[config.mk]
export PLATFORM = sky130hd
export DESIGN_NAME = vx_commit_writeback
export DESIGN_NICKNAME = d
export VERILOG_FILES = /design/src/rtl/vx_commit_pkg.sv /design/src/rtl/vx_rr_arbiter.sv /design/src/rtl/vx_commit_writeback.sv
export SDC_FILE = /design/constraint.sdc
export NUM_CORES = 1
export LEC_CHECK = 0
export BUFFER_PORTS_ARGS = -buffer_cell sky130_fd_sc_hd__buf_2
export CAP_MARGIN = 20
export CORE_AREA = 2 2 560 562
export CTS_BUF_LIST = sky130_fd_sc_hd__clkbuf_8 sky130_fd_sc_hd__clkbuf_16
export CTS_CLUSTER_SIZE = 25
export DETAILED_ROUTE_END_ITERATION = 8
export DIE_AREA = 0 0 562 564
export PLACE_DENSITY = 0.3
export SLEW_MARGIN = 10
export SYNTH_ARGS = -nofsm -noshare
export SYNTH_HDL_FRONTEND = slang
export SYNTH_HIERARCHICAL = 1
export SYNTH_SLANG_ARGS = --single-unit
[constraint.sdc]
create_clock -name clk -period 16.3 [get_ports clk]
set_clock_uncertainty 0.05 [all_clocks]
set_input_delay 3.26 -clock clk [delete_from_list [all_inputs] [get_ports clk]]
set_output_delay 3.26 -clock clk [all_outputs]
set_load 0.05 [all_outputs]
[src/rtl/vx_commit_pkg.sv]
// Shared types and constants for the commit/writeback stage: commit source indices,
// per-source commit payload and the registered writeback packet.
package vx_commit_pkg;

    localparam int UUID_BITS   = 44;
    localparam int NW_BITS     = 2;
    localparam int NUM_THREADS = 4;
    localparam int NR_BITS     = 5;
    localparam int PERF_CTR_W  = 44;

    typedef enum logic [2:0] {
        SRC_ALU = 3'd0,
        SRC_LSU = 3'd1,
        SRC_CSR = 3'd2,
        SRC_FPU = 3'd3,
        SRC_GPU = 3'd4
    } commit_src_e;

    typedef struct packed {
        logic [UUID_BITS-1:0]      uuid;
        logic [NW_BITS-1:0]        wid;
        logic [NUM_THREADS-1:0]    tmask;
        logic [31:0]               PC;
        logic [NUM_THREADS*32-1:0] data;
        logic [NR_BITS-1:0]        rd;
        logic                      eop;
    } commit_pkt_t;

    typedef struct packed {
        logic        valid;
        commit_pkt_t pkt;
    } wb_pkt_t;

endpackage

[src/rtl/vx_rr_arbiter.sv]
// One-hot round-robin arbiter. The pointer holds the last granted index; the search
// starts one past it, so after reset (pointer = last index) source 0 has top priority.
module vx_rr_arbiter #(
    parameter int NUM_REQS = 5
) (
    input  logic                clk,
    input  logic                reset,
    input  logic [NUM_REQS-1:0] req,
    input  logic                enable,
    output logic [NUM_REQS-1:0] grant,
    output logic                grant_valid
);
    localparam int PTR_W = (NUM_REQS > 1) ? $clog2(NUM_REQS) : 1;
    localparam logic [PTR_W-1:0] LAST_IDX = PTR_W'(NUM_REQS - 1);

    logic [PTR_W-1:0] r_last;
    logic [PTR_W-1:0] w_next;
    logic [PTR_W-1:0] w_idx;
    logic             w_found;

    always_comb begin
        grant   = '0;
        w_next  = r_last;
        w_idx   = r_last;
        w_found = 1'b0;
        for (int k = 0; k < NUM_REQS; k++) begin
            w_idx = (w_idx == LAST_IDX) ? '0 : w_idx + PTR_W'(1);
            if (enable && !w_found && req[w_idx]) begin
                w_found      = 1'b1;
                grant[w_idx] = 1'b1;
                w_next       = w_idx;
            end
        end
    end

    assign grant_valid = w_found;

    always_ff @(posedge clk or negedge reset) begin
        if (!reset) begin
            r_last <= LAST_IDX;
        end else if (w_found) begin
            r_last <= w_next;
        end
    end

endmodule

[src/rtl/vx_commit_writeback.sv]
// Commit stage: arbitrates register-writing commits onto one registered writeback port,
// retires non-writing commits at once and counts instret. Optional stall counter: VX_COMMIT_PERF_EN.
module vx_commit_writeback
    import vx_commit_pkg::*;
#(
    parameter int NUM_SRCS = int'(SRC_GPU) + 1,
    parameter int CNT_W    = 64
) (
    input  logic                               clk,
    input  logic                               reset,
    input  logic [NUM_SRCS-1:0]                commit_valid,
    input  logic [NUM_SRCS*UUID_BITS-1:0]      commit_uuid,
    input  logic [NUM_SRCS*NW_BITS-1:0]        commit_wid,
    input  logic [NUM_SRCS*NUM_THREADS-1:0]    commit_tmask,
    input  logic [NUM_SRCS*32-1:0]             commit_PC,
    input  logic [NUM_SRCS*NUM_THREADS*32-1:0] commit_data,
    input  logic [NUM_SRCS*NR_BITS-1:0]        commit_rd,
    input  logic [NUM_SRCS-1:0]                commit_wb,
    input  logic [NUM_SRCS-1:0]                commit_eop,
    output logic [NUM_SRCS-1:0]                commit_ready,
    output logic                               wb_valid,
    output logic [UUID_BITS-1:0]               wb_uuid,
    output logic [NW_BITS-1:0]                 wb_wid,
    output logic [NUM_THREADS-1:0]             wb_tmask,
    output logic [31:0]                        wb_PC,
    output logic [NUM_THREADS*32-1:0]          wb_data,
    output logic [NR_BITS-1:0]                 wb_rd,
    output logic                               wb_eop,
    output logic [CNT_W-1:0]                   instret,
    output logic [PERF_CTR_W-1:0]              perf_wb_stalls
);
    localparam int DW = NUM_THREADS * 32;

    logic [NUM_SRCS-1:0] w_req;
    logic [NUM_SRCS-1:0] w_grant;
    logic                w_grant_valid;
    logic [NUM_SRCS-1:0] w_fire;
    logic [NUM_SRCS-1:0] w_retire;
    logic [CNT_W-1:0]    w_ret_cnt;
    commit_pkt_t         w_sel;
    wb_pkt_t             r_wb;
    logic [CNT_W-1:0]    r_instret;

    assign w_req = commit_valid & commit_wb;

    // The regfile never stalls, so the arbiter is always enabled.
    vx_rr_arbiter #(
        .NUM_REQS (NUM_SRCS)
    ) u_arb (
        .clk         (clk),
        .reset       (reset),
        .req         (w_req),
        .enable      (1'b1),
        .grant       (w_grant),
        .grant_valid (w_grant_valid)
    );

    assign commit_ready = ~commit_wb | w_grant;
    assign w_fire       = commit_valid & commit_ready;
    assign w_retire     = w_fire & commit_eop;

    always_comb begin
        w_sel = '0;
        for (int i = 0; i < NUM_SRCS; i++) begin
            if (w_grant[i]) begin
                w_sel.uuid  = commit_uuid[i*UUID_BITS +: UUID_BITS];
                w_sel.wid   = commit_wid[i*NW_BITS +: NW_BITS];
                w_sel.tmask = commit_tmask[i*NUM_THREADS +: NUM_THREADS];
                w_sel.PC    = commit_PC[i*32 +: 32];
                w_sel.data  = commit_data[i*DW +: DW];
                w_sel.rd    = commit_rd[i*NR_BITS +: NR_BITS];
                w_sel.eop   = commit_eop[i];
            end
        end
    end

    always_comb begin
        w_ret_cnt = '0;
        for (int i = 0; i < NUM_SRCS; i++) begin
            w_ret_cnt = w_ret_cnt + CNT_W'(w_retire[i]);
        end
    end

    always_ff @(posedge clk or negedge reset) begin
        if (!reset) begin
            r_wb      <= '0;
            r_instret <= '0;
        end else begin
            r_wb.valid <= w_grant_valid;
            if (w_grant_valid) begin
                r_wb.pkt <= w_sel;
            end
            r_instret <= r_instret + w_ret_cnt;
        end
    end

    assign wb_valid = r_wb.valid;
    assign wb_uuid  = r_wb.pkt.uuid;
    assign wb_wid   = r_wb.pkt.wid;
    assign wb_tmask = r_wb.pkt.tmask;
    assign wb_PC    = r_wb.pkt.PC;
    assign wb_data  = r_wb.pkt.data;
    assign wb_rd    = r_wb.pkt.rd;
    assign wb_eop   = r_wb.pkt.eop;
    assign instret  = r_instret;

`ifdef VX_COMMIT_PERF_EN
    logic [PERF_CTR_W-1:0] r_stalls;
    logic                  w_multi;

    // More than one bit set in req means someone lost arbitration this cycle.
    assign w_multi = |(w_req & (w_req - NUM_SRCS'(1)));

    always_ff @(posedge clk or negedge reset) begin
        if (!reset) begin
            r_stalls <= '0;
        end else if (w_multi && (r_stalls != '1)) begin
            r_stalls <= r_stalls + PERF_CTR_W'(1);
        end
    end

    assign perf_wb_stalls = r_stalls;
`else
    assign perf_wb_stalls = '0;
`endif

endmodule

### After elaboration in Yosys (flattened, before gate mapping)

Cells that the tools add are included.

| storage, ports and cells | value |
|---|---|
| bits in registers | 284 |
| input port bits | 1092 |
| output and inout port bits | 330 |
| logic and storage cells | 104 |

| cells by class | value |
|---|---|
| add/subtract/negate cells | 10 |
| order comparisons | 10 |
| equal/unequal tests | 5 |
| muxes and demuxes | 45 |
| bitwise gates (word level) | 9 |
| reductions and logical operators | 15 |

Operators by type and width:

| kind | number |
|---|---|
| $mux W216 | 5 |
| $add A64 B5 Y64 | 1 |
| $mux W3 | 10 |
| $mux W5 | 5 |
| $or A5 B5 Y5 | 5 |
| $lt A3 B4 Y1 const B | 5 |
| $add A3 B1 Y3 const B | 5 |
| $and A5 B5 Y5 | 3 |
| $bmux W1 S3 | 5 |
| $demux W1 S3 | 5 |
| $eq A3 B3 Y1 const B | 5 |
| $ge A3 B1 Y1 const B | 5 |
| $mux W1 | 15 |
| $logic_and A1 B1 Y1 | 9 |
| $add A4 B1 Y5 | 1 |
| $not A5 Y5 | 1 |
| $reduce_bool A5 Y1 | 1 |
| $add A3 B1 Y4 | 1 |
| $logic_not A1 Y1 | 4 |
| $add A2 B1 Y3 | 1 |
| $add A1 B1 Y2 | 1 |
| $reduce_and A2 Y1 | 1 |

### Logic depth before layout (Yosys ltp)

| depth | value |
|---|---|
| depth after elaboration | 25 |
| gate-level depth with buffers | 35 |
| gate-level depth less buffers | 29 |

### By module

The synthesis kept the hierarchy.

By module, submodules not included:

| module | instances | cells each | area each (um^2) | sequential area each (um^2) |
|---|---|---|---|---|
| vx_commit_writeback | 1 | 2305 | 19042.0 | 7031.7 |
| vx_rr_arbiter | 1 | 169 | 1216.2 | 76.3 |

### Worst setup path before layout

No wires, ideal clock.

| path | value |
|---|---|
| kind | input -> output |
| from | input commit_valid[1] |
| to | output commit_ready[2] |
| data arrival time | 6.512 ns |
| required time | 12.990 ns |
| setup slack | 6.478 ns |
| cell stages on the path | 14 |
| path buffers | 3 |
| cell sequence | and2_1 > or2_2 > a222oi_1 > a31oi_1 > a21o_1 > a31o_2 > o31a_1 > nor2_1 > nand2_1 > o221ai_1 > clkbuf_1 > clkbuf_1 > clkbuf_1 > nand2b_1 |

| between the ends | value |
|---|---|
| longest elaborated chain between the ends | 17 |
| elaborated cells on any way between the ends | 33 |
| those cells by class | mux: 19; bitwise: 6; reduce/logical: 8 |

Ends and longest elaborated chain:

| item | line | source |
|---|---|---|
| start, declared | vx_commit_writeback.sv:11 | `input logic [NUM_SRCS-1:0] commit_valid,` |
| $and A5 B5 Y5 * | vx_commit_writeback.sv:44 | `assign w_req = commit_valid & commit_wb;` |
| $bmux W1 S3 | vx_rr_arbiter.sv:28 | `if (enable && !w_found && req[w_idx]) begin` |
| $mux W1 (not written as such) | vx_rr_arbiter.sv:28 |  |
| $mux W1 | vx_rr_arbiter.sv:28 |  |
| $logic_not A1 Y1 | vx_rr_arbiter.sv:28 |  |
| $logic_and A1 B1 Y1 | vx_rr_arbiter.sv:28 |  |
| $mux W1 | vx_rr_arbiter.sv:28 |  |
| $logic_not A1 Y1 | vx_rr_arbiter.sv:28 |  |
| (+2 left out) | -- |  |
| $logic_not A1 Y1 | vx_rr_arbiter.sv:28 |  |
| $logic_and A1 B1 Y1 | vx_rr_arbiter.sv:28 |  |
| $mux W1 | vx_rr_arbiter.sv:28 |  |
| $logic_not A1 Y1 | vx_rr_arbiter.sv:28 |  |
| $logic_and A1 B1 Y1 | vx_rr_arbiter.sv:28 |  |
| $mux W5 * | vx_rr_arbiter.sv:28 |  |
| named net w_grant[2] | vx_commit_writeback.sv:35 | `logic [NUM_SRCS-1:0] w_grant;` |
| $or A5 B5 Y5 * | vx_commit_writeback.sv:58 | `assign commit_ready = ~commit_wb \| w_grant;` |
| end, declared | vx_commit_writeback.sv:20 | `output logic [NUM_SRCS-1:0] commit_ready,` |

The timed path passes the listed nets; every way through them passes the cells marked *. The select of a mux whose other input is x is not followed.

### Worst setup path in the final report

| path | value |
|---|---|
| from | register u_arb.r_last[0] |
| to | output commit_ready[0] |

| between the ends | value |
|---|---|
| longest elaborated chain between the ends | 18 |
| elaborated cells on any way between the ends | 72 |
| those cells by class | add/sub: 5; order compare: 10; eq/ne: 5; mux: 34; bitwise: 5; reduce/logical: 13 |

Ends and longest elaborated chain:

| item | line | source |
|---|---|---|
| start, declared | vx_rr_arbiter.sv:16 | `logic [PTR_W-1:0] r_last;` |
| start signal, assigned | vx_rr_arbiter.sv:42 | `r_last <= w_next;` |
| $add A3 B1 Y3 or $eq A3 B3 Y1 (tied branches) | vx_rr_arbiter.sv:27 | `w_idx = (w_idx == LAST_IDX) ? '0 : w_idx + PTR_W'(1);` |
| $mux W3 * | vx_rr_arbiter.sv:27 |  |
| parallel branches: the longest is 14 deep, another holds $lt A3 B4 Y1 | -- |  |
| $mux W5 * | vx_rr_arbiter.sv:28 |  |
| named net w_grant[0] | vx_commit_writeback.sv:35 |  |
| $or A5 B5 Y5 * | vx_commit_writeback.sv:58 |  |

Mark *: on every way through the listed nets, which the timed path passes. The select of a mux whose other input is x is not followed.

==> results_dict.tcl <==
set metrics [dict create \
    cp_top_family "compound AO/OA/AOI/OAI gates" \
    cts_root_buf "clkbuf_16" \
    path_cells "inv_1, ha_1, inv_1, ha_1, o21ai_0, a22o_1, clkinv_1, ha_1, or3_1, mux4_2, mux2_4, a21oi_4, mux2_1, o2111a_2, o21ai_1, o311ai_1, nand2b_1, buf_2" \
    start_util_pct 6.52 \
    antenna_left 0 \
    finalSetupViolations 0 \
    synth-warning-count 6 \
    r2r_start "u_arb/r_last[0]" \
    cts.path.max_buffers 3 \
    grt_max_degree 136 \
    area_growth_pct 65.8 \
    grt_pass1_wl_um 277000 \
    min_period_ns 10.86 \
    fmax_mhz 92.1 \
    io_buffers 1377 \
    postCtsSetupBuffers 0 \
    stdcell_area_um2 33600 \
    yosys-top-cells-area "dfrtp_1 (35%), nor2b_1 (14%), a221oi_1 (9.4%), a31oi_1 (6.8%), nor3_1 (5.7%)" \
    regToRegSetupSlack_ns 6.18 \
    slowest_delay_ns 0.64 \
    synth-edff-count 0 \
    ff2ff_path_depth 26 \
    yosysTopAreaCell "dfrtp_1" \
    slew_violations 0 \
    p_per_area_nw_per_um2 321 \
    tightest_slew_ns 1.19 \
    cts-resized-gates 0 \
    fp.coreArea_um2 311000 \
    path_class "reg2out" \
    drt_iter0_markers 1829 \
    clk_pin_slew_ns 0.06 \
    antenna_found_initial 177 \
    post-route-period-util_pct 66.6 \
    outcome "finished, final reports clean" \
    end_kind "output pin" \
    postSynthAreaPerCell_um2 8.19 \
    ys_ff_latch 284 \
    cts.htree.levels 2 \
    syn_inst 2474 \
    reg2reg_to "instret[59]" \
    gp_congestion 0.925 \
    relSlewSlack_pct 20.5 \
    drtPass1Iterations 6 \
    startpoint_type "register" \
    yosysSeqAreaShare_pct 35.1 \
    synth.distinct_cells 75 \
    whs_ns 0.420 \
    cts.sinks 284 \
    whs_endpoint "instret[63]" \
    grtUsageTotal_pct 13.3 \
    path_buf_inv 4 \
    netlist_area_um2 20300 \
    rsz0062_at_grt "false" \
    grt_pass1_vias 26300 \
    grt_busiest_layer "met2" \
    num_vias 26400 \
    peakVddDrop_mv 0.278 \
    cts_tree "done" \
    hold_buffers 0 \
    synth_top_area_share_pct 35.0 \
    detailed_place_hpwl_um 191000 \
    dieArea_um2 317000 \
    grt_use_met2_pct 23.5 \
    ios 1422 \
    die_width_um 562 \
    crit_fanout 12 \
    post-route-drc-count 0 \
    cp_slowest_cell "mux4_2" \
    leakagePower_uw 0.0141 \
    worstHoldPathCells 1 \
    fin_tns_setup_ns 0 \
    totalWireLength_um 221000 \
    die_h_um 564 \
    avgRoutedWirePerCell_um 27.8 \
    use_met3_pct 4.33 \
    placed_cell_area_um2 31800 \
    cts_made_buffers 46 \
    clk_latency_ns 0.68 \
    async_flop_share_pct 100 \
    hold_viol_final 0 \
    finalNetCount 4815 \
    vias_per_cell 3.32 \
    min_from "instret[63]" \
    arrival_ns 7.55 \
    maxCapViolCount 0 \
    hold_class "reg2reg" \
    core.rowCount 205 \
    final_layout_size_suffix_gt1_share_pct 41.6 \
    ys.flop_type "dfrtp_1" \
    worstPathRequired_ns 12.99 \
    grt_util_met1_pct 14.3 \
    grt-ovfl-total 0 \
    crit_path_frequent_cell "ha_1" \
]
layer usage:
metal	up-vias	wire length [um]
met2	1504	109000
met3	401	18200
met5	-	508
met1	12700	81200
met4	78	12300
li1	11700	-
how the worst max path moves through the flow:
stage               startpoint         endpoint  depth (start not counted)
3_3_place_gp   u_arb/r_last[0]      instret[59]                         26
5_1_grt        u_arb/r_last[0]  commit_ready[0]                         18
4_1_cts        u_arb/r_last[0]  commit_ready[0]                         18
6_report       u_arb/r_last[0]  commit_ready[0]                         18
2_1_floorplan  commit_valid[1]  commit_ready[2]                         14
3_5_place_dp   u_arb/r_last[0]  commit_ready[0]                         18
worst reg2reg max path: stages (launching register included):
cell and delay [ns]:
dfrtp_1 0.62, inv_1 0.22, ha_1 0.49, inv_1 0.17
ha_1 0.27, o21ai_0 0.17, a22o_1 0.52, clkinv_1 0.43
ha_1 0.42, or3_1 0.33, mux4_2 0.64, mux2_4 0.40
a21oi_4 0.26, mux2_1 0.35, o2111a_2 0.29, o21ai_1 0.50
o311ai_1 0.32, nand2b_1 0.25, and3_1 0.20, fa_1 0.49
fa_1 0.56, ha_1 0.20, nand3_1 0.13, a211oi_2 0.60
nand4_2 0.51, nor4_1 0.49, xor2_1 0.17
through the flow:
step	cells	total power [uW]	utilization [%]	setup slack, ns
final	7950	10800	10.8	5.44
after global routing	7924	11700	10.8	5.06
after CTS	7878	11200	10.7	5.48
after detailed placement	7801	10000	10.2	6.29
after global placement	7799	10000	10.2	6.27
after floorplan	2518	6190	-	6.48
Yosys cell counts (4+ instances only):
cell type	instances
nor2b_1	438
dfrtp_1	283
clkbuf_1	234
nor3_1	229
a21oi_1	227
o21ai_0	222
a31oi_1	220
a221oi_1	218
nand2_1	47
buf_4	44
xor2_1	38
nor2_1	35
nand3_1	27
xnor2_1	25
inv_1	18
nand4_1	15
ha_1	11
nor4_1	11
nand2b_1	10
and2_1	9
mux2i_1	9
and3_1	8
buf_1	6
nor3_2	6
buf_2	5
a21o_1	4
layout make-up:
class / instances / area, um2
fillers: 36700 / 277000
multi-input cells: 1923 / 12100
repair buffers: 1435 / 7370
flip-flops and latches: 284 / 7110
well taps: 4140 / 5180
clock buffers: 52 / 1230
clock inverters: 25 / 343
diodes: 72 / 180
inverters: 19 / 71.3
cell usage in the layout (no fill, tap or decap), types with 8 or more instances in the layout:
cell / n
a221oi_1: 212
dfrtp_1: 283
nor2_1: 35
diode_2: 72
and2_1: 9
o21ai_0: 221
nand2b_1: 9
nor3_1: 225
clkbuf_16: 46
conb_1: 46
nor4_1: 11
and3_1: 8
buf_4: 54
buf_2: 1376
ha_1: 11
inv_1: 26
nand4_1: 15
nand3_1: 27
nand2_1: 47
mux2i_1: 9
a31oi_1: 220
nor3_2: 10
nor2b_1: 437
a21oi_1: 227
xor2_1: 38
xnor2_1: 25
kinds of logic after synthesis:
kind of cell | after synthesis | synth area share (%)
compound gates | 925 | 29.0
xor+xnor | 63 | 2.72
mux | 13 | 0.741
other cells | 2 | 0.0371
buf+inv | 311 | 6.72
fa+ha+maj | 14 | 0.976
flops | 284 | 35.1
simple gates | 862 | 24.7
sequential cells by signal, summed over array words and instances, names as in the netlist:
register      cells
wb_data         128
instret          64
wb_uuid          44
wb_PC            32
wb_rd             5
wb_tmask          4
u_arb/r_last      3
wb_wid            2
wb_eop            1
wb_valid          1
report_power, final:
| part | switching (uW) | internal [uW] |
|---|---|---|
| registers | 116 | 971 |
| logic | 6270 | 2320 |
| clock network | 449 | 649 |
| total | 6840 | 3940 |
Power figures use the tool's default switching activity.
